$ cat config.mk
export PLATFORM = sky130hd
export DESIGN_NAME = wb_to_vmemem_bridge_flat
export DESIGN_NICKNAME = d
export VERILOG_FILES = /design/src/rtl/wb_to_vmemem_bridge_if.sv /design/src/rtl/wb_to_vmemem_bridge.sv /design/src/flat_wrapper.sv
export SDC_FILE = /design/constraint.sdc
export NUM_CORES = 1
export LEC_CHECK = 0
export CORE_ASPECT_RATIO = 0.5
export CORE_UTILIZATION = 36
export DETAILED_ROUTE_END_ITERATION = 10
export PLACE_DENSITY_LB_ADDON = 0.15
export SYNTH_ARGS = -nofsm -noshare
export SYNTH_HDL_FRONTEND = slang
export SYNTH_SLANG_ARGS = --single-unit
$ cat constraint.sdc
create_clock -name clk -period 1.92 [get_ports clk]
set_clock_uncertainty 0.2 [all_clocks]
set_input_delay 0.48 -clock clk [delete_from_list [all_inputs] [get_ports clk]]
set_output_delay 0.48 -clock clk [all_outputs]
set_load 0.02 [all_outputs]
$ cat src/rtl/wb_to_vmemem_bridge_if.sv
// Wishbone B4 pipelined slave-side bundle for wb_to_vmemem_bridge.
// Member names keep the bridge's original port names so the signals stay traceable.
interface wb_to_vmemem_bridge_if #(
  parameter int unsigned AW = 8
) ();
  logic          wb_cyc_i;
  logic          wb_stb_i;
  logic          wb_we_i;
  logic [AW-1:0] wb_adr_i;
  logic [31:0]   wb_dat_i;
  logic [3:0]    wb_sel_i;
  logic          wb_ack_o;
  logic          wb_err_o;
  logic          wb_stall_o;
  logic [31:0]   wb_dat_o;

  modport master (
    output wb_cyc_i, wb_stb_i, wb_we_i, wb_adr_i, wb_dat_i, wb_sel_i,
    input  wb_ack_o, wb_err_o, wb_stall_o, wb_dat_o
  );

  modport slave (
    input  wb_cyc_i, wb_stb_i, wb_we_i, wb_adr_i, wb_dat_i, wb_sel_i,
    output wb_ack_o, wb_err_o, wb_stall_o, wb_dat_o
  );
endinterface

$ cat src/rtl/wb_to_vmemem_bridge.sv
// Pipelined Wishbone B4 slave to single-cycle VMERdMem/VMEWrMem strobe bridge.
// One transfer at a time: strobe the bank, wait for the matching done, answer ack/err.
// Optional bus-timeout watchdog enabled by defining WB_BRIDGE_TIMEOUT_EN.
module wb_to_vmemem_bridge #(
  parameter int unsigned AW      = 8,
  parameter int unsigned TIMEOUT = 255
) (
  input  logic                  clk,
  input  logic                  rst_n,
  wb_to_vmemem_bridge_if.slave  wb,
  output logic [AW-3:0]         mem_adr_o,
  output logic [31:0]           mem_wr_data_o,
  output logic                  mem_rd_o,
  output logic                  mem_wr_o,
  input  logic [31:0]           mem_rd_data_i,
  input  logic                  mem_rd_done_i,
  input  logic                  mem_wr_done_i
);

  typedef enum logic [1:0] {
    IDLE    = 2'd0,
    WAIT_RD = 2'd1,
    WAIT_WR = 2'd2
  } state_e;

  state_e        state_q, state_d;
  logic          ack_q, ack_d;
  logic          err_q, err_d;
  logic          stall_q, stall_d;
  logic          rd_q, rd_d;
  logic          wr_q, wr_d;
  logic          drop_q, drop_d;
  logic [31:0]   rdat_q, rdat_d;
  logic [31:0]   wdat_q, wdat_d;
  logic [AW-3:0] adr_q, adr_d;

  logic accept;
  logic full_write;
  logic done;
  logic dropped;
  logic timeout_hit;
  logic adr_lsb_unused;

  assign accept     = wb.wb_cyc_i & wb.wb_stb_i & ~stall_q;
  assign full_write = (wb.wb_sel_i == 4'hF);
  assign done       = ((state_q == WAIT_RD) & mem_rd_done_i) |
                      ((state_q == WAIT_WR) & mem_wr_done_i);
  // Once the master abandons the cycle, the response stays suppressed even if cyc returns.
  assign dropped    = drop_q | ~wb.wb_cyc_i;

  // Byte-lane bits of the address carry no meaning for word-wide banks.
  assign adr_lsb_unused = ^wb.wb_adr_i[1:0];

`ifdef WB_BRIDGE_TIMEOUT_EN
  localparam logic [15:0] TIMEOUT_CNT = 16'(TIMEOUT);

  logic [15:0] cnt_q, cnt_d;

  assign timeout_hit = (cnt_q == TIMEOUT_CNT);

  // Watchdog counter register.
  always_ff @(posedge clk) begin
    if (!rst_n) cnt_q <= '0;
    else        cnt_q <= cnt_d;
  end

  // Clear on each bank strobe, count every cycle spent waiting for done.
  always_comb begin
    cnt_d = cnt_q;
    if (state_q == IDLE) begin
      if (accept && (!wb.wb_we_i || full_write)) cnt_d = '0;
    end else if (!done) begin
      cnt_d = cnt_q + 16'd1;
    end
  end
`else
  localparam int unsigned timeout_unused = TIMEOUT;

  assign timeout_hit = 1'b0;
`endif

  // State and registered-output update.
  always_ff @(posedge clk) begin
    if (!rst_n) begin
      state_q <= IDLE;
      ack_q   <= 1'b0;
      err_q   <= 1'b0;
      stall_q <= 1'b0;
      rd_q    <= 1'b0;
      wr_q    <= 1'b0;
      drop_q  <= 1'b0;
      rdat_q  <= '0;
      wdat_q  <= '0;
      adr_q   <= '0;
    end else begin
      state_q <= state_d;
      ack_q   <= ack_d;
      err_q   <= err_d;
      stall_q <= stall_d;
      rd_q    <= rd_d;
      wr_q    <= wr_d;
      drop_q  <= drop_d;
      rdat_q  <= rdat_d;
      wdat_q  <= wdat_d;
      adr_q   <= adr_d;
    end
  end

  // Next-state selection.
  always_comb begin
    state_d = state_q;
    unique case (state_q)
      IDLE: begin
        if (accept) begin
          if (!wb.wb_we_i)     state_d = WAIT_RD;
          else if (full_write) state_d = WAIT_WR;
        end
      end
      WAIT_RD, WAIT_WR: begin
        if (done || timeout_hit) state_d = IDLE;
      end
      default: state_d = IDLE;
    endcase
  end

  // Next values of the registered outputs; responses land one cycle after their cause.
  always_comb begin
    ack_d   = 1'b0;
    err_d   = 1'b0;
    rd_d    = 1'b0;
    wr_d    = 1'b0;
    drop_d  = drop_q;
    rdat_d  = rdat_q;
    wdat_d  = wdat_q;
    adr_d   = adr_q;
    stall_d = (state_d != IDLE);
    unique case (state_q)
      IDLE: begin
        if (accept) begin
          if (!wb.wb_we_i) begin
            rd_d   = 1'b1;
            adr_d  = wb.wb_adr_i[AW-1:2];
            drop_d = 1'b0;
          end else if (full_write) begin
            wr_d   = 1'b1;
            adr_d  = wb.wb_adr_i[AW-1:2];
            wdat_d = wb.wb_dat_i;
            drop_d = 1'b0;
          end else begin
            err_d  = 1'b1;
          end
        end
      end
      WAIT_RD, WAIT_WR: begin
        drop_d = dropped;
        if (done) begin
          if (state_q == WAIT_RD) rdat_d = mem_rd_data_i;
          ack_d = ~dropped;
        end else if (timeout_hit) begin
          err_d = ~dropped;
        end
      end
      default: ;
    endcase
  end

  assign wb.wb_ack_o   = ack_q;
  assign wb.wb_err_o   = err_q;
  assign wb.wb_stall_o = stall_q;
  assign wb.wb_dat_o   = rdat_q;
  assign mem_adr_o     = adr_q;
  assign mem_wr_data_o = wdat_q;
  assign mem_rd_o      = rd_q;
  assign mem_wr_o      = wr_q;

endmodule
$ cat src/flat_wrapper.sv
// flat-port wrapper written by rule: the top's interface ports become plain ports
module wb_to_vmemem_bridge_flat 
#(
  parameter int unsigned AW      = 8,
  parameter int unsigned TIMEOUT = 255
)
  (clk, rst_n, mem_adr_o, mem_wr_data_o, mem_rd_o, mem_wr_o, mem_rd_data_i, mem_rd_done_i, mem_wr_done_i, wb_wb_cyc_i, wb_wb_stb_i, wb_wb_we_i, wb_wb_adr_i, wb_wb_dat_i, wb_wb_sel_i, wb_wb_ack_o, wb_wb_err_o, wb_wb_stall_o, wb_wb_dat_o);
  wb_to_vmemem_bridge_if #(.AW(AW)) wb_i ();
  input  logic clk;
  input  logic rst_n;
  output logic [AW-3:0] mem_adr_o;
  output logic [31:0] mem_wr_data_o;
  output logic mem_rd_o;
  output logic mem_wr_o;
  input  logic [31:0] mem_rd_data_i;
  input  logic mem_rd_done_i;
  input  logic mem_wr_done_i;
  input wire logic [$bits(wb_i.wb_cyc_i)-1:0] wb_wb_cyc_i;
  input wire logic [$bits(wb_i.wb_stb_i)-1:0] wb_wb_stb_i;
  input wire logic [$bits(wb_i.wb_we_i)-1:0] wb_wb_we_i;
  input wire logic [$bits(wb_i.wb_adr_i)-1:0] wb_wb_adr_i;
  input wire logic [$bits(wb_i.wb_dat_i)-1:0] wb_wb_dat_i;
  input wire logic [$bits(wb_i.wb_sel_i)-1:0] wb_wb_sel_i;
  output wire logic [$bits(wb_i.wb_ack_o)-1:0] wb_wb_ack_o;
  output wire logic [$bits(wb_i.wb_err_o)-1:0] wb_wb_err_o;
  output wire logic [$bits(wb_i.wb_stall_o)-1:0] wb_wb_stall_o;
  output wire logic [$bits(wb_i.wb_dat_o)-1:0] wb_wb_dat_o;
  assign wb_i.wb_cyc_i = wb_wb_cyc_i;
  assign wb_i.wb_stb_i = wb_wb_stb_i;
  assign wb_i.wb_we_i = wb_wb_we_i;
  assign wb_i.wb_adr_i = wb_wb_adr_i;
  assign wb_i.wb_dat_i = wb_wb_dat_i;
  assign wb_i.wb_sel_i = wb_wb_sel_i;
  assign wb_wb_ack_o = wb_i.wb_ack_o;
  assign wb_wb_err_o = wb_i.wb_err_o;
  assign wb_wb_stall_o = wb_i.wb_stall_o;
  assign wb_wb_dat_o = wb_i.wb_dat_o;
  wb_to_vmemem_bridge #(.AW(AW), .TIMEOUT(TIMEOUT)) u_core (.clk(clk), .rst_n(rst_n), .wb(wb_i), .mem_adr_o(mem_adr_o), .mem_wr_data_o(mem_wr_data_o), .mem_rd_o(mem_rd_o), .mem_wr_o(mem_wr_o), .mem_rd_data_i(mem_rd_data_i), .mem_rd_done_i(mem_rd_done_i), .mem_wr_done_i(mem_wr_done_i));
endmodule
## Word level (Yosys, flattened, before mapping)

Index checks and enable logic that the tools add are counted.

| storage, ports and cells | value |
|---|---|
| memories | 0 |
| output and inout bits | 75 |
| RAM bits | 0 |
| logic and storage cells | 50 |
| flip-flop bits (word level) | 78 |
| input port bits | 83 |
| bits in read-only memories | 0 |
| bits in latches | 0 |

| operators by class | value |
|---|---|
| bitwise operators | 9 |
| multiply operators | 0 |
| shift-type cells | 0 |
| order comparisons | 0 |
| equality and inequality tests | 6 |
| add/subtract/negate cells | 0 |
| reduce and logical (&&, ||, !) cells | 11 |
| muxes and demuxes | 14 |
| divide/modulo/power cells | 0 |

Operators with widths:

| operator | count |
|---|---|
| 3-bit AND reduction | 5 |
| 6-bit two-way mux | 2 |
| 2-bit two-way mux | 4 |
| 4-bit AND reduction | 2 |
| 1-bit two-way mux | 6 |
| 1-bit AND | 4 |
| 4-bit equality test (second input constant) | 1 |
| 2-bit by 1-bit inequality test with 1-bit output (second input constant) | 2 |
| 2-bit case mux with 2 select lines | 1 |
| 2-bit nonzero test | 2 |
| 3-bit by 2-bit inequality test with 1-bit output (second input constant) | 1 |
| 1-bit NOT | 3 |
| 2-bit by 1-bit equality test with 1-bit output (second input constant) | 1 |
| 2-bit equality test (second input constant) | 1 |
| 2-bit logical NOT | 1 |
| 1-bit bitwise OR | 2 |
| 1-bit case mux with 2 select lines | 1 |
| 2-bit OR reduction | 1 |

## Longest topological paths before layout

| depth | value |
|---|---|
| word-level depth | 6 |
| gate-level depth with buffers | 8 |
| mapped depth without buffers | 6 |

## Worst setup path before layout

No wires, ideal clock.

| path | value |
|---|---|
| path kind | register -> register |
| from | reg u_core.state_q[0] |
| to | reg u_core.wdat_q[10], in the netlist u_core.mem_wr_data_o[10] |
| arrival time | 1540 ps |
| setup time | 66 ps |
| slack | 114 ps |
| cell stages (with the launch flop) | 8 |
| clock period less this slack | 1806 ps |
| required time | 1654 ps |
| path buffers | 1 |
| path through | dfxtp_1 > inv_1 > ha_1 > and4b_1 > nand3_1 > clkbuf_1 > nand2_1 > a21boi_2 |

| on the way | value |
|---|---|
| word-level cells in the longest chain between the ends | 2 |

Ends and longest elaborated chain:

| what | RTL line | text |
|---|---|---|
| start: declaration | wb_to_vmemem_bridge.sv:26 | `state_e state_q, state_d;` |
| start signal: assignment | wb_to_vmemem_bridge.sv:96 | `state_q <= state_d;` |
| 2-bit logical NOT | wb_to_vmemem_bridge.sv:137 | `unique case (state_q)` |
| 4-bit AND reduction (no line) | - |  |
| end signal: assignment | wb_to_vmemem_bridge.sv:104 | `wdat_q <= wdat_d;` |
| end: declaration | wb_to_vmemem_bridge.sv:34 | `logic [31:0] wdat_q, wdat_d;` |

Every way passes these cells.
A chain may end at the register's enable or synchronous reset.

## Final worst setup path

| path | value |
|---|---|
| from | reg u_core.state_q[0] |
| to | reg u_core.rdat_q[24], in the netlist u_core.wb.wb_dat_o[24] |

| on the way | value |
|---|---|
| word-level cells in the longest chain between the ends | 4 |

Ends and longest elaborated chain:

| what | RTL line | text |
|---|---|---|
| 2-bit by 1-bit equality test with 1-bit output or 2-bit equality test (tied branches) | - |  |
| 1-bit AND, on equally long branches | wb_to_vmemem_bridge.sv:46, wb_to_vmemem_bridge.sv:47 |  |
| 1-bit bitwise OR | wb_to_vmemem_bridge.sv:46 | `assign done = ((state_q == WAIT_RD) & mem_rd_done_i) \|` |
| 3-bit AND reduction (no line) (*) | - |  |
| end signal: assignment | wb_to_vmemem_bridge.sv:103 | `rdat_q <= rdat_d;` |
| end: declaration | wb_to_vmemem_bridge.sv:33 | `logic [31:0] rdat_q, rdat_d;` |

Mark *: on every way between the ends. The rest lies on a longest branch, timed or not.

==> flow_metrics.py <==
metrics = {
    "outcome": {
        "status": "complete, no violations",
    },
    "sta": {
        "tightest_slew_ps": 345.5,
        "clock.fmax_mhz": 545.5,
        "hold_ws_ps": 213.9,
        "drv_slew": 0,
        "slew_headroom_pct": 76.67,
        "final.setup.tns_ps": 0,
        "finalSetupViolations": 0,
        "fin_ws_ps": 86.90,
        "min_period_over_period_pct": 95.47,
        "period_minus_slack_ps": 1833,
        "finalHoldViolCount": 0,
    },
    "pwr": {
        "p_switching_uw": 731.3,
        "switching_share_pct": 20.19,
        "p_leak_nw": 2.128,
        "intPower_mw": 2.891,
        "combinationalPowerShare_pct": 9.4,
        "clockPowerShare_pct": 45.3,
        "ir_worst_vdd_mv": 0.4593,
        "p_total_mw": 3.622,
        "power_frac_seq_pct": 45.3,
        "pwr_density_cell_nw_per_um2": 706.1,
    },
    "yosys": {
        "yosysMostFrequentCell": "nand2_1",
        "synthTopCellsByCount": "nand2_1 (132), dfxtp_1 (78), a21boi_0 (33)",
        "synth_fp_nets": 432,
        "postSynthAreaPerCell_um2": 9.059,
        "synth_area_um2": 3125,
        "synthCells": 345,
        "ys.flop_type": "dfxtp_1",
        "yosysWarnings": 0,
        "ys_async_sr_fraction_pct": 0,
        "yosysSeqAreaShare_pct": 49.96,
        "yosys-top-cells-area": "dfxtp_1 (50%), nand2_1 (16%), a21boi_2 (11%)",
        "netlist.area_leader.share_pct": 49.96,
        "synth_edf_count": 0,
        "synth_cell_type_count": 32,
        "ys_ff_latch": 78,
        "synth_top_cell_by_area": "dfxtp_1",
    },
    "global_route": {
        "grt_pass1_vias": 2373,
        "grt_use_total_pct": 16.85,
        "grt_max_degree": 38,
        "grt_pass1_wl_um": 11840,
        "grt_antenna_before_repair": 0,
        "grt-ovfl-total": 0,
    },
    "drt": {
        "drt_iter0_drc": 149,
        "vias": 2746,
        "firstDrtPassIters": 4,
        "ant_nets": 0,
        "drcViolationCount": 0,
        "post_drt_wl_per_cell_um": 12.32,
        "detail_route.wirelength_um": 7650,
        "avgViaCountPerCell": 4.422,
    },
    "die": {
        "num_rows": 23,
        "start_util_pct": 38.11,
        "dieArea_um2": 9081,
        "coreArea_um2": 8202,
        "dieHeight_um": 67.89,
        "die_w_um": 133.8,
        "num_io_pins": 158,
    },
    "clocking": {
        "htree_levels": 3,
        "cts_made_buffers": 9,
        "cts_root_buf": "clkbuf_16",
        "path_clk_slew_ps": 60,
        "cts_tree": "yes",
        "clock_sinks": 78,
        "cts_setup_buffers": 0,
        "clk_path_buf_depth": 2,
        "clk_latency_ps": 320,
    },
    "critical_path": {
        "startpoint_type": "flop",
        "crit_fanout": 32,
        "crit_type": "flop to flop",
        "reg2reg_depth": 7,
        "critPathRequiredTime_ps": 1970,
        "endpoint_kind": "flop",
        "critical_path_arrival_ps": 1880,
    },
    "min_path": {
        "hp-class": "flop to flop",
        "min_path_cells": 1,
    },
    "cells_and_area": {
        "layout.nets": 592,
        "syn_to_final_growth_pct": 64.13,
        "drive_gt1_share_pct": 13.56,
        "fin_cells": 621,
        "antenna_cells": 0,
        "fin_util_pct": 62.55,
        "design_area_um2": 5130,
    },
    "placed_design": {
        "placed_area_um2": 4902,
        "dp.cells": 606,
        "dp_hpwl_um": 5269,
        "post-place-ws_ps": -269.1,
        "gp_congestion": 0.8420,
        "port-buffer-count": 155,
    },
    "run": {
        "cap_violations": 0,
    },
}
-- flip-flops by register name (all words and copies together) (netlist names) --
name                  cells
u_core.drop_q             1
u_core.mem_adr_o          6
u_core.mem_rd_o           1
u_core.mem_wr_data_o     32
u_core.mem_wr_o           1
u_core.state_q            2
u_core.wb.wb_ack_o        1
u_core.wb.wb_dat_o       32
u_core.wb.wb_err_o        1
u_core.wb.wb_stall_o      1
-- final cells by class --
cell class / count / area [µm²]
clock inverters: 4 / 47.55
well taps: 112 / 140.1
clock buffers: 11 / 242.7
fillers: 764 / 3072
multi-input cells: 241 / 1459
repair buffers: 172 / 1668
flip-flops and latches: 78 / 1562
inverters: 3 / 11.26
-- cell families after synthesis --
family	Yosys count	synth area share [%]
multiplexers	6	1.922
buffers and inverters	26	4.443
AND/OR/NAND/NOR	158	20.86
AO/OA/AOI/OAI	73	21.22
adder cells (fa/ha/maj)	4	1.601
flip-flops	78	49.96
-- critical path, stage by stage (launching register included) --
cell      delay, ps
dfxtp_1         300
buf_4           140
ha_1            260
a22oi_2         210
nand2b_4        180
buf_12          180
nand2_1         100
a21boi_1        170
-- final timing paths --
kind / from / endpoint / slack [ps]
max reg2reg: u_core.state_q[0] / u_core.wb.wb_dat_o[24] / 90
min reg2reg: u_core.drop_q / u_core.wb.wb_ack_o / 210
max: u_core.state_q[0] / u_core.wb.wb_dat_o[24] / 90
min: u_core.drop_q / u_core.wb.wb_ack_o / 210
-- placed cells by master, fill, tap and decap left out, types with 2 or more instances in the layout --
| cell | synthesis | final |
|---|---|---|
| nor2_1 | 5 | 5 |
| a21boi_2 | 30 | 30 |
| buf_12 | 0 | 7 |
| buf_4 | 4 | 10 |
| a21boi_0 | 33 | 31 |
| dlygate4sd2_1 | 0 | 75 |
| mux2i_1 | 6 | 6 |
| nand3_1 | 3 | 3 |
| dfxtp_1 | 78 | 78 |
| nand4_1 | 2 | 2 |
| nor2b_1 | 7 | 6 |
| nand2_1 | 132 | 132 |
| clkdlybuf4s50_1 | 0 | 79 |
| clkinv_2 | 0 | 2 |
| a21boi_1 | 1 | 3 |
| inv_1 | 3 | 3 |
| ha_1 | 4 | 3 |
| a21oi_1 | 2 | 2 |
| clkbuf_16 | 0 | 9 |
-- metal layers --
layer | vias to the layer above | part of all wire [%] | routed length, µm | GRT usage, %
met5 | - | 0 | 0 | 0
met4 | 0 | 0.92 | 70 | 5.114
met3 | 8 | 6.1 | 466 | 5.926
met2 | 81 | 46 | 3510 | 27.72
met1 | 1212 | 47 | 3602 | 21.03
li1 | 1445 | - | - | -
-- power groups by stage --
stage                     logic (mW)  clock network [mW]  registers [mW]
after floorplan               0.0902                   0            1.69
after global placement         0.343                   0            1.68
after detailed placement       0.343                   0            1.68
after CTS                      0.337                1.70            1.64
after global routing           0.365                1.77            1.64
final                          0.339                1.64            1.64
-- what timing repair did --
action,CTS,global route
setup endpoints to repair,76,35
gates resized for setup,76,7
pin swaps,0,1
hold buffers,0,0
(Power assumes the default switching activity.)
